===== src/rtl/rob_multi_commit_pkg.sv =====
// Shared definitions for the multi-commit reorder buffer: register-name bus,
// jump/store encodings and the per-entry flags the commit selector inspects.
package rob_multi_commit_pkg;

    localparam int unsigned REG_W = 5;

    localparam logic JUMP     = 1'b1;
    localparam logic NOT_JUMP = 1'b0;
    localparam logic STORE    = 1'b1;

    typedef logic [REG_W-1:0] name_t;

    typedef struct packed {
        logic valid;
        logic done;
        logic store;
        logic mispred;
    } entry_flags_t;

endpackage


===== src/rtl/rob_multi_commit_if.sv =====
// Dispatch, writeback, store-commit and retirement signals of the reorder buffer.
// The ROB is the slave; the surrounding core (or a bench) is the master.
interface rob_multi_commit_if #(
    parameter int unsigned NICK_W   = 5,
    parameter int unsigned COMMIT_W = 2,
    parameter int unsigned DATA_W   = 32
);
    import rob_multi_commit_pkg::*;

    logic                       alloc_en;
    name_t                      alloc_regnm;
    logic                       alloc_store;
    logic                       alloc_pd;
    logic [NICK_W-1:0]          alloc_nick;
    logic                       full;

    logic                       ex_en;
    logic [NICK_W-1:0]          ex_nick;
    logic [DATA_W-1:0]          ex_dt;
    logic                       ex_ac;
    logic [DATA_W-1:0]          ex_j_pc;

    logic                       slb_en;
    logic [NICK_W-1:0]          slb_nick;
    logic [DATA_W-1:0]          slb_dt;

    logic                       store_en;
    logic [NICK_W-1:0]          store_nick;
    logic                       store_ack;

    logic [COMMIT_W-1:0]        rf_en;
    logic [REG_W*COMMIT_W-1:0]  rf_regnm;
    logic [DATA_W*COMMIT_W-1:0] rf_dt;
    logic [NICK_W*COMMIT_W-1:0] rf_nick;
    logic                       clr;
    logic [DATA_W-1:0]          j_pc;

    modport master (
        output alloc_en, alloc_regnm, alloc_store, alloc_pd,
        output ex_en, ex_nick, ex_dt, ex_ac, ex_j_pc,
        output slb_en, slb_nick, slb_dt, store_ack,
        input  alloc_nick, full, store_en, store_nick,
        input  rf_en, rf_regnm, rf_dt, rf_nick, clr, j_pc
    );

    modport slave (
        input  alloc_en, alloc_regnm, alloc_store, alloc_pd,
        input  ex_en, ex_nick, ex_dt, ex_ac, ex_j_pc,
        input  slb_en, slb_nick, slb_dt, store_ack,
        output alloc_nick, full, store_en, store_nick,
        output rf_en, rf_regnm, rf_dt, rf_nick, clr, j_pc
    );

endinterface


===== src/rtl/rob_commit_sel.sv =====
// Combinational retire decision for the head and head+1 entries: plain retire,
// mispredict flush, and store issue/free through the store handshake.
module rob_commit_sel
    import rob_multi_commit_pkg::*;
#(
    parameter int unsigned COMMIT_W = 2
) (
    input  entry_flags_t head,
    input  entry_flags_t head1,
    input  logic         store_en,
    input  logic         store_ack,
    output logic [1:0]   ret,
    output logic         mispred,
    output logic         store_issue,
    output logic         store_free
);

    always_comb begin
        ret         = '0;
        mispred     = 1'b0;
        store_issue = 1'b0;
        store_free  = 1'b0;
        if (head.valid && head.done) begin
            if (head.store) begin
                if (store_en && store_ack) begin
                    store_free = 1'b1;
                end else if (!store_en) begin
                    store_issue = 1'b1;
                end
            end else begin
                ret[0]  = 1'b1;
                mispred = head.mispred;
                // Second slot only rides behind a clean plain retirement.
                if (COMMIT_W > 1 && !head.mispred && head1.valid && head1.done &&
                    !head1.store && !head1.mispred) begin
                    ret[1] = 1'b1;
                end
            end
        end
    end

endmodule


===== src/rtl/rob_multi_commit.sv =====
// Reorder buffer: in-order nick allocation, EX/SLB writeback, up to COMMIT_W
// in-order retirements per cycle, store commit handshake and mispredict flush.
module rob_multi_commit
    import rob_multi_commit_pkg::*;
#(
    parameter int unsigned DEPTH    = 31,
    parameter int unsigned NICK_W   = 5,
    parameter int unsigned COMMIT_W = 2,
    parameter int unsigned DATA_W   = 32
) (
    input logic               clk,
    input logic               rst,
    input logic               rdy,
    rob_multi_commit_if.slave bus
);

    localparam int unsigned SLOTS = 2 ** NICK_W;

    typedef logic [NICK_W-1:0] nick_t;
    typedef logic [NICK_W:0]   cnt_t;

    // Storage spans every nick encoding; nick 0 and nicks above DEPTH never go valid.
    logic [SLOTS-1:0]  valid_q, done_q, store_q, pd_q, ac_q;
    name_t             regnm_q [SLOTS];
    logic [DATA_W-1:0] dt_q    [SLOTS];
    logic [DATA_W-1:0] jpc_q   [SLOTS];

    nick_t head_q, tail_q, head1;
    cnt_t  count_q, count_d, n_ret;

    logic                       store_en_q, clr_q;
    nick_t                      store_nick_q;
    logic [DATA_W-1:0]          j_pc_q;
    logic [COMMIT_W-1:0]        rf_en_q, rf_en_d;
    logic [REG_W*COMMIT_W-1:0]  rf_regnm_q, rf_regnm_d;
    logic [DATA_W*COMMIT_W-1:0] rf_dt_q, rf_dt_d;
    logic [NICK_W*COMMIT_W-1:0] rf_nick_q, rf_nick_d;

    entry_flags_t f0, f1;
    logic [1:0]   ret;
    logic         mispred, store_issue, store_free;
    logic         full, alloc_fire, ex_hit, slb_hit;
    nick_t        slot_nick [2];

    function automatic nick_t nxt(input nick_t p);
        return (p == nick_t'(DEPTH)) ? nick_t'(1) : p + nick_t'(1);
    endfunction

    assign head1        = nxt(head_q);
    assign slot_nick[0] = head_q;
    assign slot_nick[1] = head1;

    assign f0 = '{valid: valid_q[head_q], done: done_q[head_q], store: store_q[head_q],
                  mispred: pd_q[head_q] != ac_q[head_q]};
    assign f1 = '{valid: valid_q[head1], done: done_q[head1], store: store_q[head1],
                  mispred: pd_q[head1] != ac_q[head1]};

    rob_commit_sel #(
        .COMMIT_W (COMMIT_W)
    ) u_sel (
        .head        (f0),
        .head1       (f1),
        .store_en    (store_en_q),
        .store_ack   (bus.store_ack),
        .ret         (ret),
        .mispred     (mispred),
        .store_issue (store_issue),
        .store_free  (store_free)
    );

    assign full       = count_q == cnt_t'(DEPTH);
    assign alloc_fire = bus.alloc_en && !full && !clr_q && !mispred;
    assign ex_hit     = bus.ex_en && valid_q[bus.ex_nick];
    assign slb_hit    = bus.slb_en && valid_q[bus.slb_nick];
    assign n_ret      = cnt_t'(ret[0]) + cnt_t'(ret[1]) + cnt_t'(store_free);
    assign count_d    = count_q + cnt_t'(alloc_fire) - n_ret;

    for (genvar s = 0; s < COMMIT_W; s++) begin : g_slot
        assign rf_en_d[s] = ret[s] && (regnm_q[slot_nick[s]] != '0);
        assign rf_regnm_d[s*REG_W +: REG_W]   = ret[s] ? regnm_q[slot_nick[s]] : '0;
        assign rf_dt_d[s*DATA_W +: DATA_W]    = ret[s] ? dt_q[slot_nick[s]] : '0;
        assign rf_nick_d[s*NICK_W +: NICK_W]  = ret[s] ? slot_nick[s] : '0;
    end

    always_ff @(posedge clk) begin
        if (rst) begin
            valid_q      <= '0;
            done_q       <= '0;
            store_q      <= '0;
            head_q       <= nick_t'(1);
            tail_q       <= nick_t'(1);
            count_q      <= '0;
            store_en_q   <= 1'b0;
            store_nick_q <= '0;
            rf_en_q      <= '0;
            rf_regnm_q   <= '0;
            rf_dt_q      <= '0;
            rf_nick_q    <= '0;
            clr_q        <= 1'b0;
            j_pc_q       <= '0;
        end else if (rdy) begin
            rf_en_q    <= rf_en_d;
            rf_regnm_q <= rf_regnm_d;
            rf_dt_q    <= rf_dt_d;
            rf_nick_q  <= rf_nick_d;
            clr_q      <= mispred;
            j_pc_q     <= mispred ? jpc_q[head_q] : '0;
            if (store_issue) begin
                store_en_q   <= 1'b1;
                store_nick_q <= head_q;
            end else if (store_free) begin
                store_en_q   <= 1'b0;
                store_nick_q <= '0;
            end
            if (mispred) begin
                valid_q <= '0;
                done_q  <= '0;
                store_q <= '0;
                head_q  <= nick_t'(1);
                tail_q  <= nick_t'(1);
                count_q <= '0;
            end else begin
                if (slb_hit) done_q[bus.slb_nick] <= 1'b1;
                if (ex_hit)  done_q[bus.ex_nick]  <= 1'b1;
                if (ret[0] || store_free) begin
                    valid_q[head_q] <= 1'b0;
                    done_q[head_q]  <= 1'b0;
                end
                if (ret[1]) begin
                    valid_q[head1] <= 1'b0;
                    done_q[head1]  <= 1'b0;
                end
                head_q <= ret[1] ? nxt(head1) : (ret[0] || store_free) ? head1 : head_q;
                if (alloc_fire) begin
                    valid_q[tail_q] <= 1'b1;
                    done_q[tail_q]  <= 1'b0;
                    store_q[tail_q] <= bus.alloc_store;
                    tail_q          <= nxt(tail_q);
                end
                count_q <= count_d;
            end
        end else begin
            rf_en_q <= '0;
            clr_q   <= 1'b0;
        end
    end

    // Payload needs no reset: it is only read behind valid/done.
    always_ff @(posedge clk) begin
        if (rdy && !rst) begin
            if (alloc_fire) begin
                regnm_q[tail_q] <= bus.alloc_regnm;
                pd_q[tail_q]    <= bus.alloc_pd;
                ac_q[tail_q]    <= bus.alloc_pd;
            end
            if (slb_hit) begin
                dt_q[bus.slb_nick] <= bus.slb_dt;
                ac_q[bus.slb_nick] <= pd_q[bus.slb_nick];
            end
            if (ex_hit) begin
                dt_q[bus.ex_nick]  <= bus.ex_dt;
                ac_q[bus.ex_nick]  <= bus.ex_ac;
                jpc_q[bus.ex_nick] <= bus.ex_j_pc;
            end
        end
    end

    assign bus.alloc_nick = tail_q;
    assign bus.full       = full;
    assign bus.store_en   = store_en_q;
    assign bus.store_nick = store_nick_q;
    assign bus.rf_en      = rf_en_q;
    assign bus.rf_regnm   = rf_regnm_q;
    assign bus.rf_dt      = rf_dt_q;
    assign bus.rf_nick    = rf_nick_q;
    assign bus.clr        = clr_q;
    assign bus.j_pc       = j_pc_q;

endmodule


===== src/flat_wrapper.sv =====
// flat-port wrapper written by rule: the top's interface ports become plain ports
module rob_multi_commit_flat import rob_multi_commit_pkg::*;
#(
    parameter int unsigned DEPTH    = 31,
    parameter int unsigned NICK_W   = 5,
    parameter int unsigned COMMIT_W = 2,
    parameter int unsigned DATA_W   = 32
)
  (clk, rst, rdy, bus_alloc_en, bus_alloc_regnm, bus_alloc_store, bus_alloc_pd, bus_ex_en, bus_ex_nick, bus_ex_dt, bus_ex_ac, bus_ex_j_pc, bus_slb_en, bus_slb_nick, bus_slb_dt, bus_store_ack, bus_alloc_nick, bus_full, bus_store_en, bus_store_nick, bus_rf_en, bus_rf_regnm, bus_rf_dt, bus_rf_nick, bus_clr, bus_j_pc);
  rob_multi_commit_if #(.NICK_W(NICK_W), .COMMIT_W(COMMIT_W), .DATA_W(DATA_W)) bus_i ();
  input logic clk;
  input logic rst;
  input logic rdy;
  input wire logic [$bits(bus_i.alloc_en)-1:0] bus_alloc_en;
  input wire logic [$bits(bus_i.alloc_regnm)-1:0] bus_alloc_regnm;
  input wire logic [$bits(bus_i.alloc_store)-1:0] bus_alloc_store;
  input wire logic [$bits(bus_i.alloc_pd)-1:0] bus_alloc_pd;
  input wire logic [$bits(bus_i.ex_en)-1:0] bus_ex_en;
  input wire logic [$bits(bus_i.ex_nick)-1:0] bus_ex_nick;
  input wire logic [$bits(bus_i.ex_dt)-1:0] bus_ex_dt;
  input wire logic [$bits(bus_i.ex_ac)-1:0] bus_ex_ac;
  input wire logic [$bits(bus_i.ex_j_pc)-1:0] bus_ex_j_pc;
  input wire logic [$bits(bus_i.slb_en)-1:0] bus_slb_en;
  input wire logic [$bits(bus_i.slb_nick)-1:0] bus_slb_nick;
  input wire logic [$bits(bus_i.slb_dt)-1:0] bus_slb_dt;
  input wire logic [$bits(bus_i.store_ack)-1:0] bus_store_ack;
  output wire logic [$bits(bus_i.alloc_nick)-1:0] bus_alloc_nick;
  output wire logic [$bits(bus_i.full)-1:0] bus_full;
  output wire logic [$bits(bus_i.store_en)-1:0] bus_store_en;
  output wire logic [$bits(bus_i.store_nick)-1:0] bus_store_nick;
  output wire logic [$bits(bus_i.rf_en)-1:0] bus_rf_en;
  output wire logic [$bits(bus_i.rf_regnm)-1:0] bus_rf_regnm;
  output wire logic [$bits(bus_i.rf_dt)-1:0] bus_rf_dt;
  output wire logic [$bits(bus_i.rf_nick)-1:0] bus_rf_nick;
  output wire logic [$bits(bus_i.clr)-1:0] bus_clr;
  output wire logic [$bits(bus_i.j_pc)-1:0] bus_j_pc;
  assign bus_i.alloc_en = bus_alloc_en;
  assign bus_i.alloc_regnm = bus_alloc_regnm;
  assign bus_i.alloc_store = bus_alloc_store;
  assign bus_i.alloc_pd = bus_alloc_pd;
  assign bus_i.ex_en = bus_ex_en;
  assign bus_i.ex_nick = bus_ex_nick;
  assign bus_i.ex_dt = bus_ex_dt;
  assign bus_i.ex_ac = bus_ex_ac;
  assign bus_i.ex_j_pc = bus_ex_j_pc;
  assign bus_i.slb_en = bus_slb_en;
  assign bus_i.slb_nick = bus_slb_nick;
  assign bus_i.slb_dt = bus_slb_dt;
  assign bus_i.store_ack = bus_store_ack;
  assign bus_alloc_nick = bus_i.alloc_nick;
  assign bus_full = bus_i.full;
  assign bus_store_en = bus_i.store_en;
  assign bus_store_nick = bus_i.store_nick;
  assign bus_rf_en = bus_i.rf_en;
  assign bus_rf_regnm = bus_i.rf_regnm;
  assign bus_rf_dt = bus_i.rf_dt;
  assign bus_rf_nick = bus_i.rf_nick;
  assign bus_clr = bus_i.clr;
  assign bus_j_pc = bus_i.j_pc;
  rob_multi_commit #(.DEPTH(DEPTH), .NICK_W(NICK_W), .COMMIT_W(COMMIT_W), .DATA_W(DATA_W)) u_core (.clk(clk), .rst(rst), .rdy(rdy), .bus(bus_i));
endmodule

===== config.mk =====
export PLATFORM = sky130hd
export DESIGN_NAME = rob_multi_commit_flat
export DESIGN_NICKNAME = d
export VERILOG_FILES = /design/src/rtl/rob_multi_commit_pkg.sv /design/src/rtl/rob_multi_commit_if.sv /design/src/rtl/rob_commit_sel.sv /design/src/rtl/rob_multi_commit.sv /design/src/flat_wrapper.sv
export SDC_FILE = /design/constraint.sdc
export NUM_CORES = 2
export LEC_CHECK = 0
export CAP_MARGIN = 20
export CORE_MARGIN = 2
export CORE_UTILIZATION = 60
export DETAILED_ROUTE_END_ITERATION = 10
export PLACE_DENSITY = 0.84
export SLEW_MARGIN = 20
export SYNTH_ARGS = -nofsm -noshare
export SYNTH_HDL_FRONTEND = slang
export SYNTH_SLANG_ARGS = --single-unit

===== constraint.sdc =====
create_clock -name clk -period 17.2 [get_ports clk]
set_input_delay 3.44 -clock clk [delete_from_list [all_inputs] [get_ports clk]]
set_output_delay 3.44 -clock clk [all_outputs]
set_load 0.02 [all_outputs]

==> reports/metrics.cfg <==
[placement]
dp_hpwl_mm = 238
io_buffer_count = 251
place.gp.congestion = 1.04

[pwr]
p_leak_nw = 43.1
p_int_mw = 10.1
p_comb_share_pct = 3.5
netSwitchingPower_mw = 2.83
pwr-share-seq_pct = 51.5
pwr-share-clk_pct = 45.1
power.density_nw_per_um2 = 95.9
switching_share_pct = 21.8
ir_drop_mv = 0.119

[worst_setup_path]
startpoint_type = register
r2r-start = u_core.head_q[1]
worstPathArrival_ns = 9.55
slowest_stage = nand2b_4
crit_top_cell = inv_1
critical_path.max_stage_delay_ns = 0.89
cp_num_buf_inv = 8
cp_max_fo = 48
reg2regPathDepth = 29
required_ns = 17.95
critPathTopFamily = adder cells
r2r_slack_ns = 8.40
criticalPathCategory = reg -> reg
crit_path_end_kind = register
r2r_end = u_core.count_q[5]

[routing]
first_pass_iters = 11
routed_wirelength_mm = 435
num_vias = 82704
drt_iter0_drc = 15520
wl_per_cell_um = 41.3
drc_errors = 3
vias_per_cell = 7.85
ant_nets = 0

[min_path]
hold_start = u_core.bus.j_pc[11]
hold_depth = 2
min_to = u_core.bus.j_pc[11]
min_path_type = reg -> reg

[clock_network]
cts_root_buffer = clkbuf_16
cts_tree = built
cts_buffers = 277
cts_hold_buf = 0
path_clk_slew_ns = 0.06
cts_setup_buffers = 0
cts_resized = 0
cts.path.max_buffers = 4
htreeDepth = 5
clk_latency_ns = 1.00
cts.sinks = 2514

[synthesis]
syn_avg_cell_area_um2 = 15.9
synth_enable_flop_cells = 2272
synth_top_flop_cell = edfxtp_1
yosysUniqueCellTypes = 84
ys_seq_area_share_pct = 59.9
syn-num-nets = 7818
async_flop_share_pct = 0
synth_cells = 7675
ys_warn_count = 0
synth_area_um2 = 122000
synth.ff_latch_count = 2514

[final_layout]
final_common_cell = edfxtp_1
drive_above_1_share_pct = 32.9
area_growth_pct = 10.8
final_cell_mix = 2272 x edfxtp_1, 1043 x nand2_1, 1016 x mux4_2
finalNetCount = 7786
fill_cells = 12535

[timing]
drv_slew = 0
tns_ns = 0
hold_ws_ns = 0.450
min_period_ns = 8.80
relSlewSlack_pct = 14.4
max_clock_freq_ghz = 0.114
rsz0062_at_grt = no
fin_skew_ns = 0.108
setup_violations = 0
period_share_pct = 51.2
hold_violations = 0
worst_pin_slew_ns = 1.28

[floorplan]
start_util_pct = 60.4
die_y_um = 455
die-area_um2 = 207000
coreArea_um2 = 202000
ios = 252
die_w_um = 455
rows = 165

[flow_run]
drv_cap = 0

[status]
violations = DRC
outcome = finished with violations

[global_route]
grt_pass1_wl_mm = 606
antenna_found_initial = 37
grt_max_degree = 99
grt_pass1_vias = 81342
gr-total-overflow = 0
grt.total_usage_pct = 42.0

worst max path at each step:
stage	start	to	cells past startpoint
finish	u_core.head_q[1]	u_core.count_q[5]	29
global route	u_core.head_q[1]	u_core.count_q[5]	29
CTS	u_core.head_q[3]	u_core.count_q[5]	28
detailed placement	bus_ex_nick[2]	u_core.dt_q[27][25]	11
global placement	bus_ex_nick[2]	u_core.jpc_q[27][13]	9
floorplan	bus_slb_nick[2]	u_core.dt_q[24][0]	10
stage by stage:
stage	total power, mW	setup WS, ns	instance area (um^2)	utilization, %	instances
2_1_floorplan	7.05	10.15	122000	-	7675
3_3_place_gp	7.22	8.38	127000	62.8	10030
3_5_place_dp	7.24	8.20	127000	62.7	10030
4_1_cts	12.9	8.48	135000	67.0	10499
5_1_grt	13.2	8.16	135000	66.9	10524
6_report	13.0	8.40	135000	66.9	10533
cells in the mapped netlist (6+ instances only):
cell	number	area, um^2
a32o_1	45	450
o21ai_1	8	40.0
nor2_1	279	1050
dfxtp_1	242	4840
o31ai_1	14	105
nand3_1	40	200
nand4b_1	14	123
o211ai_1	8	60.1
a21oi_1	53	265
mux2_2	780	8780
nor3_1	53	265
a22oi_1	60	450
a311o_1	12	120
and2_1	21	131
and3b_1	8	70.1
edfxtp_1	2272	68200
and4_1	21	184
buf_2	126	631
buf_4	17	128
clkbuf_1	482	1810
nand2b_1	12	75.1
nor2b_1	7	43.8
nor4_1	19	119
buf_6	9	101
nor3b_1	8	60.1
inv_1	43	161
mux2i_1	187	1870
nand4_1	11	68.8
a21o_1	51	383
buf_1	113	424
nand2_1	1046	3930
or2_2	8	50.1
and3_1	16	100
o22ai_1	166	1040
o21ai_0	189	946
or4bb_1	6	67.6
a22o_1	8	70.1
mux4_2	1016	22900
ha_1	19	238
nand3b_1	14	105
a31oi_1	67	419
final cells by class:
class                           count  area [um^2]  area share [%]
Sequential cell                  2514        73100            54.0
Antenna cell                       28         70.1          0.0518
Multi-Input combinational cell   4368        46400            34.3
Inverter                           46          193           0.142
Clock buffer                      376         7600            5.62
Tap cell                         2672         3340            2.47
Timing Repair Buffer              436         3680            2.72
Clock inverter                     93          905           0.669
state kept, by name, summed over array words and instances (netlist names), named ones only:
signal                 cells
u_core.dt_q             1024
u_core.jpc_q            1024
u_core.regnm_q           160
u_core.bus.rf_dt          64
u_core.ac_q               32
u_core.bus.j_pc           32
u_core.done_q             32
u_core.pd_q               32
u_core.store_q            32
u_core.valid_q            32
u_core.bus.rf_nick        10
u_core.bus.rf_regnm       10
u_core.count_q             6
u_core.bus.alloc_nick      5
u_core.bus.store_nick      5
u_core.head_q              5
u_core.bus.rf_en           2
u_core.bus.clr             1
u_core.bus.store_en        1
layer usage:
layer / wire, um / GRT usage (%)
met5: 105 / 0.184
met4: 33200 / 27.7
met3: 67800 / 13.8
met2: 194000 / 61.6
met1: 140000 / 53.9
tightest hold or removal path: stages, from the launching register on:
cell and delay [ns]:
dfxtp_1 0.32, nand2_1 0.04, o21ai_0 0.05
logic make-up after synthesis:
logic type	after synthesis	synth area share, %
simple gates	1611	5.64
fa+ha+maj	22	0.244
buf+inv	793	2.68
compound gates	743	4.02
flops	2514	59.9
xor+xnor	6	0.0492
mux	1986	27.5
power by group through the flow:
stage | logic (mW) | registers [mW] | clock network (mW)
2_1_floorplan | 0.246 | 6.80 | 0
4_1_cts | 0.442 | 6.68 | 5.82
6_report | 0.451 | 6.67 | 5.85
3_3_place_gp | 0.415 | 6.81 | 0
3_5_place_dp | 0.434 | 6.81 | 0
5_1_grt | 0.470 | 6.67 | 6.02
Power figures use the tool's default switching activity.
